## src/rtl/key_event_decoder.sv

```systemverilog
`default_nettype none
// +----------------------------------------------------------------------------+
// | Module      : key_event_decoder                                            |
// | Description : Three independent per-key gesture decoders turning debounced|
// |               active-low key levels into click / double-click / long-press |
// |               one-cycle pulses, plus a per-key busy flag.                  |
// | Revision    : 1.0 - initial release                                        |
// +----------------------------------------------------------------------------+
module key_event_decoder #(
  parameter logic [23:0] LONG_CNT = 24'd12_000_000,
  parameter logic [23:0] DBL_GAP  = 24'd3_600_000
) (
  input  logic       clk,
  input  logic       rst_n,
  input  logic [2:0] key_lvl_n,
  output logic [2:0] click,
  output logic [2:0] dbl_click,
  output logic [2:0] long_press,
  output logic [2:0] busy
);

  typedef enum logic [2:0] {
    ST_IDLE      = 3'd0,
    ST_PRESS1    = 3'd1,
    ST_WAIT2     = 3'd2,
    ST_PRESS2    = 3'd3,
    ST_LONG_HELD = 3'd4
  } state_t;

  // Terminal counter values: the transition fires on the cycle the counter
  // reaches N-1, so the event lands exactly N cycles after entering the state.
  localparam logic [23:0] C_LONG_LAST = LONG_CNT - 24'd1;
  localparam logic [23:0] C_DBL_LAST  = DBL_GAP - 24'd1;

  // Cleared by reset and set by the first clock afterwards. While clear, the
  // FSMs stand still so that the first clock only loads the key history;
  // a key held through reset therefore never looks like a fresh press.
  logic armed_q;
  logic armed_d;

  assign armed_d = 1'b1;

  // Arm the decoders one clock after reset release
  always_ff @(posedge clk or negedge rst_n) begin
    if (!rst_n) begin
      armed_q <= 1'b0;
    end else begin
      armed_q <= armed_d;
    end
  end

  for (genvar i = 0; i < 3; i++) begin : g_key
    state_t      state_q, state_d;
    logic [23:0] cnt_q, cnt_d;
    logic        key_prev_q, key_prev_d;   // previous key level (key_d)
    logic        click_q, click_d;
    logic        dbl_q, dbl_d;
    logic        long_q, long_d;
    logic        press_edge;
    logic        release_edge;

    // Next-state, counter and event-pulse computation for this key
    always_comb begin
      press_edge   = key_prev_q & ~key_lvl_n[i];
      release_edge = ~key_prev_q & key_lvl_n[i];
      key_prev_d   = key_lvl_n[i];
      state_d      = state_q;
      cnt_d        = cnt_q;
      click_d      = 1'b0;
      dbl_d        = 1'b0;
      long_d       = 1'b0;
      if (armed_q) begin
        unique case (state_q)
          ST_IDLE: begin
            cnt_d = 24'd0;
            if (press_edge) begin
              state_d = ST_PRESS1;
            end
          end
          ST_PRESS1: begin
            // A release on the terminal cycle still counts as a short press.
            if (release_edge) begin
              state_d = ST_WAIT2;
              cnt_d   = 24'd0;
            end else if (cnt_q == C_LONG_LAST) begin
              state_d = ST_LONG_HELD;
              cnt_d   = 24'd0;
              long_d  = 1'b1;
            end else begin
              cnt_d = cnt_q + 24'd1;
            end
          end
          ST_WAIT2: begin
            // A re-press on the terminal cycle still counts as a double click.
            if (press_edge) begin
              state_d = ST_PRESS2;
              cnt_d   = 24'd0;
            end else if (cnt_q == C_DBL_LAST) begin
              state_d = ST_IDLE;
              cnt_d   = 24'd0;
              click_d = 1'b1;
            end else begin
              cnt_d = cnt_q + 24'd1;
            end
          end
          ST_PRESS2: begin
            cnt_d = 24'd0;
            if (release_edge) begin
              state_d = ST_IDLE;
              dbl_d   = 1'b1;
            end
          end
          ST_LONG_HELD: begin
            cnt_d = 24'd0;
            if (release_edge) begin
              state_d = ST_IDLE;
            end
          end
          default: begin
            state_d = ST_IDLE;
            cnt_d   = 24'd0;
          end
        endcase
      end
    end

    // State, counter, key history and registered event pulses
    always_ff @(posedge clk or negedge rst_n) begin
      if (!rst_n) begin
        state_q    <= ST_IDLE;
        cnt_q      <= 24'd0;
        key_prev_q <= 1'b1;
        click_q    <= 1'b0;
        dbl_q      <= 1'b0;
        long_q     <= 1'b0;
      end else begin
        state_q    <= state_d;
        cnt_q      <= cnt_d;
        key_prev_q <= key_prev_d;
        click_q    <= click_d;
        dbl_q      <= dbl_d;
        long_q     <= long_d;
      end
    end

    assign click[i]      = click_q;
    assign dbl_click[i]  = dbl_q;
    assign long_press[i] = long_q;
    assign busy[i]       = (state_q != ST_IDLE);
  end

endmodule
`default_nettype wire

```

## config.mk

```make
export PLATFORM = sky130hd
export DESIGN_NAME = key_event_decoder
export DESIGN_NICKNAME = d
export VERILOG_FILES = /design/src/rtl/key_event_decoder.sv
export SDC_FILE = /design/constraint.sdc
export NUM_CORES = 1
export LEC_CHECK = 0
export ABC_AREA = 1
export BUFFER_PORTS_ARGS = -buffer_cell sky130_fd_sc_hd__clkbuf_2
export CAP_MARGIN = 25
export CORE_MARGIN = 2
export CORE_UTILIZATION = 60
export CTS_CLUSTER_SIZE = 8
export DETAILED_ROUTE_END_ITERATION = 16
export PLACE_DENSITY = 0.77
export SLEW_MARGIN = 20
export SYNTH_ARGS = -nofsm -noshare
export SYNTH_HDL_FRONTEND = slang
export SYNTH_SLANG_ARGS = --single-unit
```

## constraint.sdc

```tcl
create_clock -name clk -period 2.63 [get_ports clk]
set_input_delay 0.526 -clock clk [delete_from_list [all_inputs] [get_ports clk]]
set_output_delay 0.526 -clock clk [all_outputs]
set_load 0.01 [all_outputs]
```

==> results of run 1 <==
-- layer usage --
layer  vias up  track usage  wire (um)
met2       174        0.403       6280
li1       3036            -          -
met1      2650        0.371       6660
met3        15       0.0442        827
met5         -            0          0
met4         0       0.0742        179
-- synthesized netlist by cell type (9+ instances only) --
cell type and number:
nand2_1 358, inv_1 103, nand4_1 14, dfrtp_1 91, clkbuf_1 10, a21oi_1 12
nand3_1 109, nand3b_1 20, xor2_1 27, nor2_1 128, nor3_1 11, o21ai_0 9
buf_4 9
-- cell families (layout without fill, tap and decap cells) --
family,count (synthesis),in the layout,synth area share
AND/OR/NAND/NOR,678,678,0.465
flip-flops,94,94,0.366
other,1,1,0.000582
XOR/XNOR,34,34,0.0462
buffers and inverters,141,147,0.0958
adder cells (fa/ha/maj),3,3,0.00583
AO/OA/AOI/OAI,25,25,0.0204
-- power groups by stage --
stage	clock [W]	combinational (W)	sequential [W]
floorplan	0	0.000891	0.00162
global placement	0	0.00103	0.00164
detailed placement	0	0.00104	0.00164
CTS	0.000959	0.00105	0.00162
global route	0.00100	0.00118	0.00163
finish	0.000933	0.00104	0.00162
-- path summary, 6_finish.rpt --
check	startpoint	to	slack (ps)	cells after the start
min reg2reg	g_key[2].state_q[2]	g_key[2].state_q[2]	520	2
min in group clk	key_lvl_n[2]	g_key[2].key_prev_q	230	1
max reg2reg	g_key[1].cnt_q[0]	g_key[1].cnt_q[12]	740	10
max in group asynchronous	rst_n	g_key[0].key_prev_q	1930	2
max	g_key[1].cnt_q[0]	g_key[1].cnt_q[12]	740	10
min	rst_n	g_key[0].cnt_q[10]	50	1
-- layout make-up --
type / instances / area (um2)
clock inverter: 7 / 58.8
tap: 136 / 170
multi-input combinational: 741 / 3470
clock buffer: 9 / 124
timing repair buffer: 23 / 148
inverter: 108 / 405
sequential: 94 / 2360
fill: 936 / 3640
-- state kept, by name (all words and copies together), names as in the netlist --
| register | cells |
|---|---|
| g_key.click_q | 3 |
| g_key.long_q | 3 |
| g_key.state_q | 9 |
| g_key.key_prev_q | 3 |
| g_key.cnt_q | 72 |
| armed_q | 1 |
| g_key.dbl_q | 3 |
-- per-stage QoR --
stage                     std cells  total power (W)  setup slack, ps
final                          1118          0.00359              740
after global routing           1118          0.00381              553
after CTS                      1118          0.00362              736
after detailed placement       1102          0.00269              751
after global placement         1102          0.00267              826
after floorplan                 976          0.00251             1010
==> metrics.yaml, run 1 <==
worst_pin_slew_ps: 693
dp_hpwl_mm: 10.1
swShare: 0.401
drtIter0Drc: 484
antenna_cells: 0
synth_area_um2: 6440
hold_violations: 0
synth_top_area_cell: "dfrtp_1"
crit_chain: "ha_1 -> nand2_2 -> nor2_4 -> nand2_2 -> clkinv_1 -> nand3_2 -> nand2_4 -> nand2_4 -> nand3b_1 -> nand2_1"
final_area_um2: 6730
p_comb_frac: 0.290
status: "finished clean"
first_pass_iters: 5
finClkSkew_ps: 10.9
die_w_um: 108
max_stage_delay_ps: 420
syn2layout_area_growth_pct: 4.49
antenna_found_initial: 0
fin_crit_ps: 1890
drc: 0
synth-seq-cells: 94
drt_wl_total_mm: 13.9
ys.flop_type: "dfrtp_1"
post_dp_cell_area_um2: 6550
hold_class: "primary input to async pin"
setup_violations: 0
place.gp.congestion: 0.924
track_usage: 0.259
synth_nets: 984
grt_max_degree: 51
synth_edf_count: 0
min_period_over_period: 0.719
start_kind: "flip-flop"
p_int_w: 0.00215
utilization: 0.649
cp_slowest_cell: "dfrtp_1"
clkTransAtPathRegs_ps: 100
rows: 37
cts_buffers: 9
io_pins: 17
fin_nets: 985
grt_pass1_vias: 5275
maxCapViolCount: 0
synth.avg_cell_area_um2: 6.60
die_h_um: 108
critPathMaxFanout: 23
grt_pass1_wl_mm: 24.4
clk_latency_ps: 380
viasPerCell: 5.25
p_sw_w: 0.00144
holdWs_ps: 52.4
vias: 5875
final_common_cell: "nand2_1"
seqPwrFrac: 0.450
rsz0062_at_grt: "no"
cp_top_family: "simple AND/OR/NAND/NOR gates"
postRouteAntennaNets: 0
drv_slew: 0
cp_num_buf_inv: 1
io_buffers: 16
crit_required_ps: 2890
cts_max_path_buffers: 2
power_density_nw_per_um2: 534
power_frac_clock: 0.260
synth_cells: 976
root_buffer: "clkbuf_8"
ys_seq_area_frac: 0.366
grt.overflow.total: 0
ys_types: 33
drive_above_1_share: 0.0804
relSlewSlack: 0.538
leakagePower_nw: 3.43
cts_resized: 0
layout_common_cells: "358 x nand2_1, 128 x nor2_1, 109 x nand3_1, 103 x inv_1, 91 x dfrtp_1"
cts_tree: "built"
crit_type: "flip-flop to flip-flop"
synth_top_area_share: 0.354
final.setup.tns_ps: 0
post_drt_wl_per_cell_um: 12.5
synth.area.top_cells: "dfrtp_1 35%, nand2_1 21%, nand3_1 8.5%"
yosysWarnings: 0
timing.fmax_ghz: 0.529
start_util: 0.621
coreArea_um2: 10400
holdBufCountCts: 0
async_reset_ff_frac: 1.00
htree_num_levels: 3
ir_drop_v: 0.000414
dieArea_um2: 11600
arrival_ps: 2160
cts_sinks: 94
post_cts_buffers: 0
end_kind: "flip-flop"
No activity file was read; power rests on OpenSTA's default activity.
==> run 2, diff against run 1 <==
ABC_AREA = 0   (was 1)
clock period = 1.97 ns   (was 2.63 ns; I/O delays follow)
==> run 2 against run 1 <==
  * The flow now finishes with violations (negative setup slack)
  * Combinational power is 78% higher
  * Core utilization is 17 points higher
  * Sequential share of layout area is 1.9 points lower
  * Worst hold slack better by 61 ps
  * Synthesized cell count is 39% lower
  * Fmax is 15% lower
  * Critical endpoint is now g_key[2].cnt_q[20]
==> metrics.yaml, run 2 <==
critPathMaxFanout: 17  # -26%
fin_ws_ps: -256  # -996 ps
drtIter0Drc: 368  # -24%
max_stage_delay_ps: 520  # +100 ps
cts_sinks: 94  # unchanged
synth_top_area_share: 0.426  # +0.0722
total_power_w: 0.00543  # +51%
vias: 5377  # -8.5%
fin_nets: 724  # -26%
die_h_um: 98.4  # -8.5%
crit_chain: "or4_4 -> or4_4 -> o21bai_4 -> a21oi_4 -> buf_12 -> a31oi_1 -> a31oi_1"
top_regs: "g_key.cnt_q: 72 flops, g_key.state_q: 9 flops"
arrival_ps: 2440  # +280 ps
ys_types: 64  # +94%
track_usage: 0.297  # +0.0387
antenna_cells: 0  # unchanged
status: "finished with violations"
cts_max_path_buffers: 2  # unchanged
clk_latency_ps: 370  # about the same
fillerInstances: 537  # -43%
use_met3: 0.0480  # +0.00377
failed_checks: "negative setup slack"
relSlewSlack: 0.546  # +0.00851
dp_hpwl_mm: 9.34  # -7.6%
start_kind: "flip-flop"
worstRegToRegCells: 7  # -3
p_sw_w: 0.00185  # +28%
drt_wl_total_mm: 14.9  # +6.5%
ir_drop_v: 0.000548  # +32%
place.gp.congestion: 0.888  # -3.8%
crit_type: "flip-flop to flip-flop"
coreArea_um2: 8680  # -16%
grt_pass1_vias: 5137  # -2.6%
leakagePower_nw: 3.09  # -10%
die_w_um: 98.4  # -8.5%
drive_above_1_share: 0.358  # +0.277
grt_pass1_wl_mm: 23.7  # -2.8%
synth_top_area_cell: "dfrtp_1"
yosys-top-cells-count: "91 x dfrtp_1, 52 x nand2_1, 50 x a31oi_1"
viasPerCell: 6.49  # +23%
final_cell_count_no_fill: 829  # -26%
maxCapViolCount: 0  # unchanged
syn2layout_area_growth_pct: 33.4
utilization: 0.822  # +0.173
postRouteAntennaNets: 0  # unchanged
clkTransAtPathRegs_ps: 100  # about the same
io_pins: 17  # unchanged
final.setup.tns_ps: -6980  # -6980 ps
use_met2: 0.503  # +0.100
start_util: 0.616  # -0.00481
min_period_over_period: 1.13  # +0.411
rsz0062_at_grt: "yes"
rows: 34  # -8.1%
seqPwrFrac: 0.404  # -0.046
cts_tree: "built"
power_density_nw_per_um2: 762  # +43%
end_kind: "flip-flop"
worst_pin_slew_ps: 681  # -12.0 ps
crit_required_ps: 2190  # -700 ps
io_buffers: 16  # unchanged
antenna_found_initial: 0  # unchanged
power_frac_clock: 0.255  # -0.005
hold_class: "primary input to flip-flop"
root_buffer: "clkbuf_8"
timing.fmax_ghz: 0.449  # -15%
cts_buffers: 9  # unchanged
post-synth-top-count-cell: "dfrtp_1"
synth.area.top_cells: "dfrtp_1 43%, a31oi_1 5.8%, nand3_1 3.8%"
synth_edf_count: 0  # unchanged
drv_slew: 0  # unchanged
p_comb_frac: 0.341  # +0.051
synth_area_um2: 5350  # -17%
grt.busiest_layer: "met2"
yosysWarnings: 0  # unchanged
synth_cells: 593  # -39%
dieArea_um2: 9680  # -16%
final_common_cell: "buf_4"
holdWs_ps: 114  # +61.2 ps
first_pass_iters: 5  # unchanged
finClkSkew_ps: 10.7  # -0.238 ps
async_reset_ff_frac: 1.00  # unchanged
swShare: 0.340  # -0.0615
fin_crit_ps: 2230  # +336 ps
grt.overflow.total: 0  # unchanged
largest_reg_flops: 72  # unchanged
synth.avg_cell_area_um2: 9.02  # +37%
ys.flop_type: "dfrtp_1"
hold_violations: 0  # unchanged
p_int_w: 0.00359  # +67%
synth_nets: 601  # -39%
post_drt_wl_per_cell_um: 17.9  # +44%
htree_num_levels: 3  # unchanged
ys_seq_area_frac: 0.441  # +0.0747
synth-seq-cells: 94  # unchanged
drc: 0  # unchanged
layout_common_cells: "113 x buf_4, 88 x dfrtp_1, 48 x nand2_1, 47 x a31oi_1, 37 x nand3_1"
use_met1: 0.394  # +0.0231
whs_path_depth: 1
grt_max_degree: 61  # +20%
dp.cells: 794  # -28%
setup_violations: 62  # +62
largest_register: "g_key.cnt_q"
cp_slowest_cell: "or4_4"
## run 2: cell count changes after synthesis, moves of 25 or more
| cell | delta |
|---|---|
| nor2_1 | -95 |
| nand3_1 | -68 |
| nand2_1 | -306 |
| xor2_1 | -25 |
| inv_1 | -92 |
| a31oi_1 | +50 |
## run 2: worst max-delay path, delay by kind of cell (launching register included)
kind                   cells  cell delay (ps)
buffers and inverters      1              170
DFF                        1              400
and+or+nand+nor            2              970
AOI/OAI and AO/OA          4              530
## run 2: through the flow
step | setup slack (ps) | cell area (um2)
after floorplan | -179 | 5420
after global placement | -201 | 6320
after detailed placement | -264 | 6320
after CTS | -220 | 6810
after global routing | -318 | 7130
final | -256 | 7130
## run 2: repair_timing
item,4_1_cts,5_1_grt
pin swaps,15,38
gates resized for setup,38,67
setup buffers,8,10
endpoints found under the setup margin,61,79
hold buffers,1,0
cloned,2,4
endpoints found under the hold margin,30,0
## run 2: layer usage
metal | routed length [um] | up-vias | share of wire
met5 | 0 | - | 0
met4 | 266 | 0 | 0.018
met2 | 7550 | 242 | 0.51
met1 | 6110 | 2626 | 0.41
li1 | - | 2475 | -
met3 | 930 | 34 | 0.063
## run 2: area by class of cell
class,count,area [um2],area share
clock buffer,12,155,0.0217
multi-input combinational,448,3180,0.445
clock inverter,4,55.1,0.00772
tap,108,135,0.0189
timing repair buffer,151,1210,0.169
sequential,94,2360,0.331
inverter,12,45.0,0.00631
## run 2: cells by family (layout without fill, tap and decap cells)
kind of cell             count (synthesis)  count (layout)  synth area share
XOR/XNOR                                 9               9            0.0147
AO/OA/AOI/OAI                          175             175             0.221
other                                    1               1          0.000701
adder cells (fa/ha/maj)                  3               3           0.00702
multiplexers                             5               5           0.00983
flip-flops                              94              94             0.441
buffers and inverters                   51             179            0.0489
AND/OR/NAND/NOR                        255             255             0.257
## run 2: power by group through the flow
| stage | logic (W) | clock network [W] | registers [W] |
|---|---|---|---|
| CTS | 0.00163 | 0.00140 | 0.00218 |
| detailed placement | 0.00138 | 0 | 0.00221 |
| global route | 0.00199 | 0.00148 | 0.00221 |
| finish | 0.00185 | 0.00139 | 0.00219 |
| global placement | 0.00132 | 0 | 0.00219 |
| floorplan | 0.000924 | 0 | 0.00212 |
## run 2: final timing paths
kind                                     from                  end  slack, ps
setup / recovery           g_key[2].cnt_q[16]   g_key[2].cnt_q[20]       -260
hold / removal                   key_lvl_n[2]  g_key[2].key_prev_q        110
setup reg to reg           g_key[2].cnt_q[16]   g_key[2].cnt_q[20]       -260
hold reg to reg            g_key[0].cnt_q[23]   g_key[0].cnt_q[23]        510
max in group asynchronous               rst_n  g_key[1].key_prev_q        840
min in group asynchronous               rst_n      g_key[2].long_q        500
==> run 3, diff against run 2 <==
TNS_END_PERCENT = 10   (was default)
==> run 3 against run 2 <==
  * The flow still finishes with violations (negative setup slack)
  * Flip-flop and latch count unchanged
  * First-iteration DRC count decreased by 27%
  * Total power decreased by 6.4%
  * Setup slack improved by 6.6 ps
  * Wire length decreased by 6.0%
  * Core utilization decreased by 3.6 points
  * Die area unchanged
  * Sequential share of layout area increased by 1.5 points
  * Combinational power decreased by 15%
  * Fmax increased by 0.30%
  * Clock power decreased by 4%
  * Critical path depth decreased by 1
==> metrics.yaml, run 3 (same netlist as run 2, synthesis figures left out) <==
status: "finished with violations"
failed_checks: "negative setup slack"
p_comb_frac: 0.311  # -0.030
syn2layout_area_growth_pct: 27.6
p_int_w: 0.00335  # -6.7%
largest_reg_flops: 72  # unchanged
fin_nets: 714  # -1.4%
dp_hpwl_mm: 9.35  # +0.17%
clkTransAtPathRegs_ps: 110  # about the same
fin_crit_ps: 2220  # -6.65 ps
whs_path_depth: 1  # unchanged
grt.overflow.total: 0  # unchanged
grt_pass1_vias: 5031  # -2.1%
die_w_um: 98.4  # unchanged
cts_sinks: 94  # unchanged
finClkSkew_ps: 13.4  # +2.73 ps
start_util: 0.616  # unchanged
drtIter0Drc: 268  # -27%
cts_max_path_buffers: 2  # unchanged
hold_violations: 0  # unchanged
post_drt_wl_per_cell_um: 17.0  # -4.9%
die_h_um: 98.4  # unchanged
viasPerCell: 6.37  # -1.9%
setup_violations: 41  # -34%
cts_buffers: 9  # unchanged
root_buffer: "clkbuf_8"
htree_num_levels: 3  # unchanged
drt_wl_total_mm: 14.0  # -6.0%
start_kind: "flip-flop"
seqPwrFrac: 0.426  # +0.022
crit_required_ps: 2230  # +40 ps
first_pass_iters: 4  # -1
arrival_ps: 2480  # +40 ps
seq_area_um2: 2360  # unchanged
fillerInstances: 573  # +6.7%
maxCapViolCount: 0  # unchanged
antenna_found_initial: 0  # unchanged
timing.fmax_ghz: 0.451  # +0.30%
postRouteAntennaNets: 0  # unchanged
top_regs: "g_key.cnt_q: 72 flops, g_key.state_q: 9 flops"
worstRegToRegCells: 6  # -1
track_usage: 0.293  # -0.00384
p_sw_w: 0.00174  # -6.0%
final_common_cell: "buf_4"
dp.cells: 796  # +0.25%
fin_ws_ps: -250  # +6.65 ps
rsz0062_at_grt: "yes"
ir_drop_v: 0.000589  # +7.5%
place.gp.congestion: 0.926  # +4.2%
vias: 5213  # -3.1%
drv_slew: 0  # unchanged
grt_pass1_wl_mm: 23.4  # -1.3%
layout_common_cells: "116 x buf_4, 88 x dfrtp_1, 52 x nand2_1, 49 x a31oi_1, 38 x nand3_1"
antenna_cells: 0  # unchanged
rows: 34  # unchanged
io_buffers: 16  # unchanged
coreArea_um2: 8680  # unchanged
cp_num_buf_inv: 1  # unchanged
grt_max_degree: 60  # -1.6%
critPathMaxFanout: 20  # +3
cts_tree: "built"
hold_class: "primary input to flip-flop"
total_power_w: 0.00509  # -6.4%
largest_register: "g_key.cnt_q"
clk_latency_ps: 380  # about the same
crit_type: "flip-flop to flip-flop"
max_stage_delay_ps: 520  # about the same
multi_input_area_um2: 2990  # -6.0%
cp_slowest_cell: "or4_1"
cp_top_family: "simple AND/OR/NAND/NOR gates"
path_depth: 6  # -1
io_pins: 17  # unchanged
dieArea_um2: 9680  # unchanged
end_kind: "flip-flop"
leakagePower_nw: 3.00  # -3.0%
crit_chain: "or4_1 -> or4_4 -> o21bai_4 -> a21oi_4 -> buf_12 -> a221o_1"
min_period_over_period: 1.13  # -0.00337
drive_above_1_share: 0.316  # -0.0414
power_density_nw_per_um2: 745  # -2.1%
power_frac_clock: 0.263  # +0.008
swShare: 0.341  # +0.00169
drc: 0  # unchanged
final_cell_count_no_fill: 819  # -1.2%
-- run 3: through the flow --
step           setup TNS [ps]  cell area (um2)  hold WS (ps)   util  worst slack (ps)
6_report                -4620             6820           102  0.786              -250
4_1_cts                 -3590             6620          97.2  0.762              -217
3_3_place_gp            -5110             6310           248  0.727              -228
3_5_place_dp            -7570             6310           249  0.727              -265
5_1_grt                -10710             6820          98.7  0.786              -300
2_1_floorplan           -4460             5350          98.4      -              -179
-- run 3: layer usage --
| layer | share of wire | global-route usage |
|---|---|---|
| met1 | 0.43 | 0.384 |
| met4 | 0.022 | 0.0959 |
| met5 | 0 | 0 |
| met3 | 0.051 | 0.0573 |
| met2 | 0.50 | 0.493 |
-- run 3: final timing paths --
| check | from | endpoint | slack, ps |
|---|---|---|---|
| max in group asynchronous | rst_n | g_key[2].key_prev_q | 970 |
| min in group asynchronous | rst_n | g_key[0].cnt_q[3] | 380 |
| setup / recovery | g_key[2].cnt_q[16] | g_key[2].cnt_q[3] | -250 |
| hold / removal | key_lvl_n[0] | g_key[0].key_prev_q | 100 |
| hold reg to reg | g_key[0].cnt_q[23] | g_key[0].cnt_q[23] | 500 |
| setup reg to reg | g_key[2].cnt_q[16] | g_key[2].cnt_q[3] | -250 |
-- run 3: area by class of cell --
cell class,instances,share of cell area
multi-input combinational,448,0.438
sequential,94,0.346
timing repair buffer,141,0.161
inverter,12,0.00660
tap,108,0.0198
clock inverter,7,0.0106
clock buffer,9,0.0182
-- run 3: power groups by stage --
stage	registers (W)	logic [W]	clock network (W)
4_1_cts	0.00215	0.00145	0.00133
3_3_place_gp	0.00218	0.00133	0
6_report	0.00217	0.00158	0.00134
5_1_grt	0.00219	0.00172	0.00142
2_1_floorplan	0.00212	0.000891	0
3_5_place_dp	0.00219	0.00139	0
-- run 3: worst reg2reg max path, stage by stage, from the launching register on --
cell,delay [ps]
dfrtp_1,390
or4_1,520
or4_4,450
o21bai_4,190
a21oi_4,100
buf_12,160
a221o_1,300
-- run 3: what timing repair did --
item / CTS / global route
gates resized for setup: 16 / 48
pin swaps: 12 / 24
hold endpoints to repair: 10 / 0
hold buffers: 1 / 0
endpoints found under the setup margin: 59 / 80
setup buffers: 4 / 2
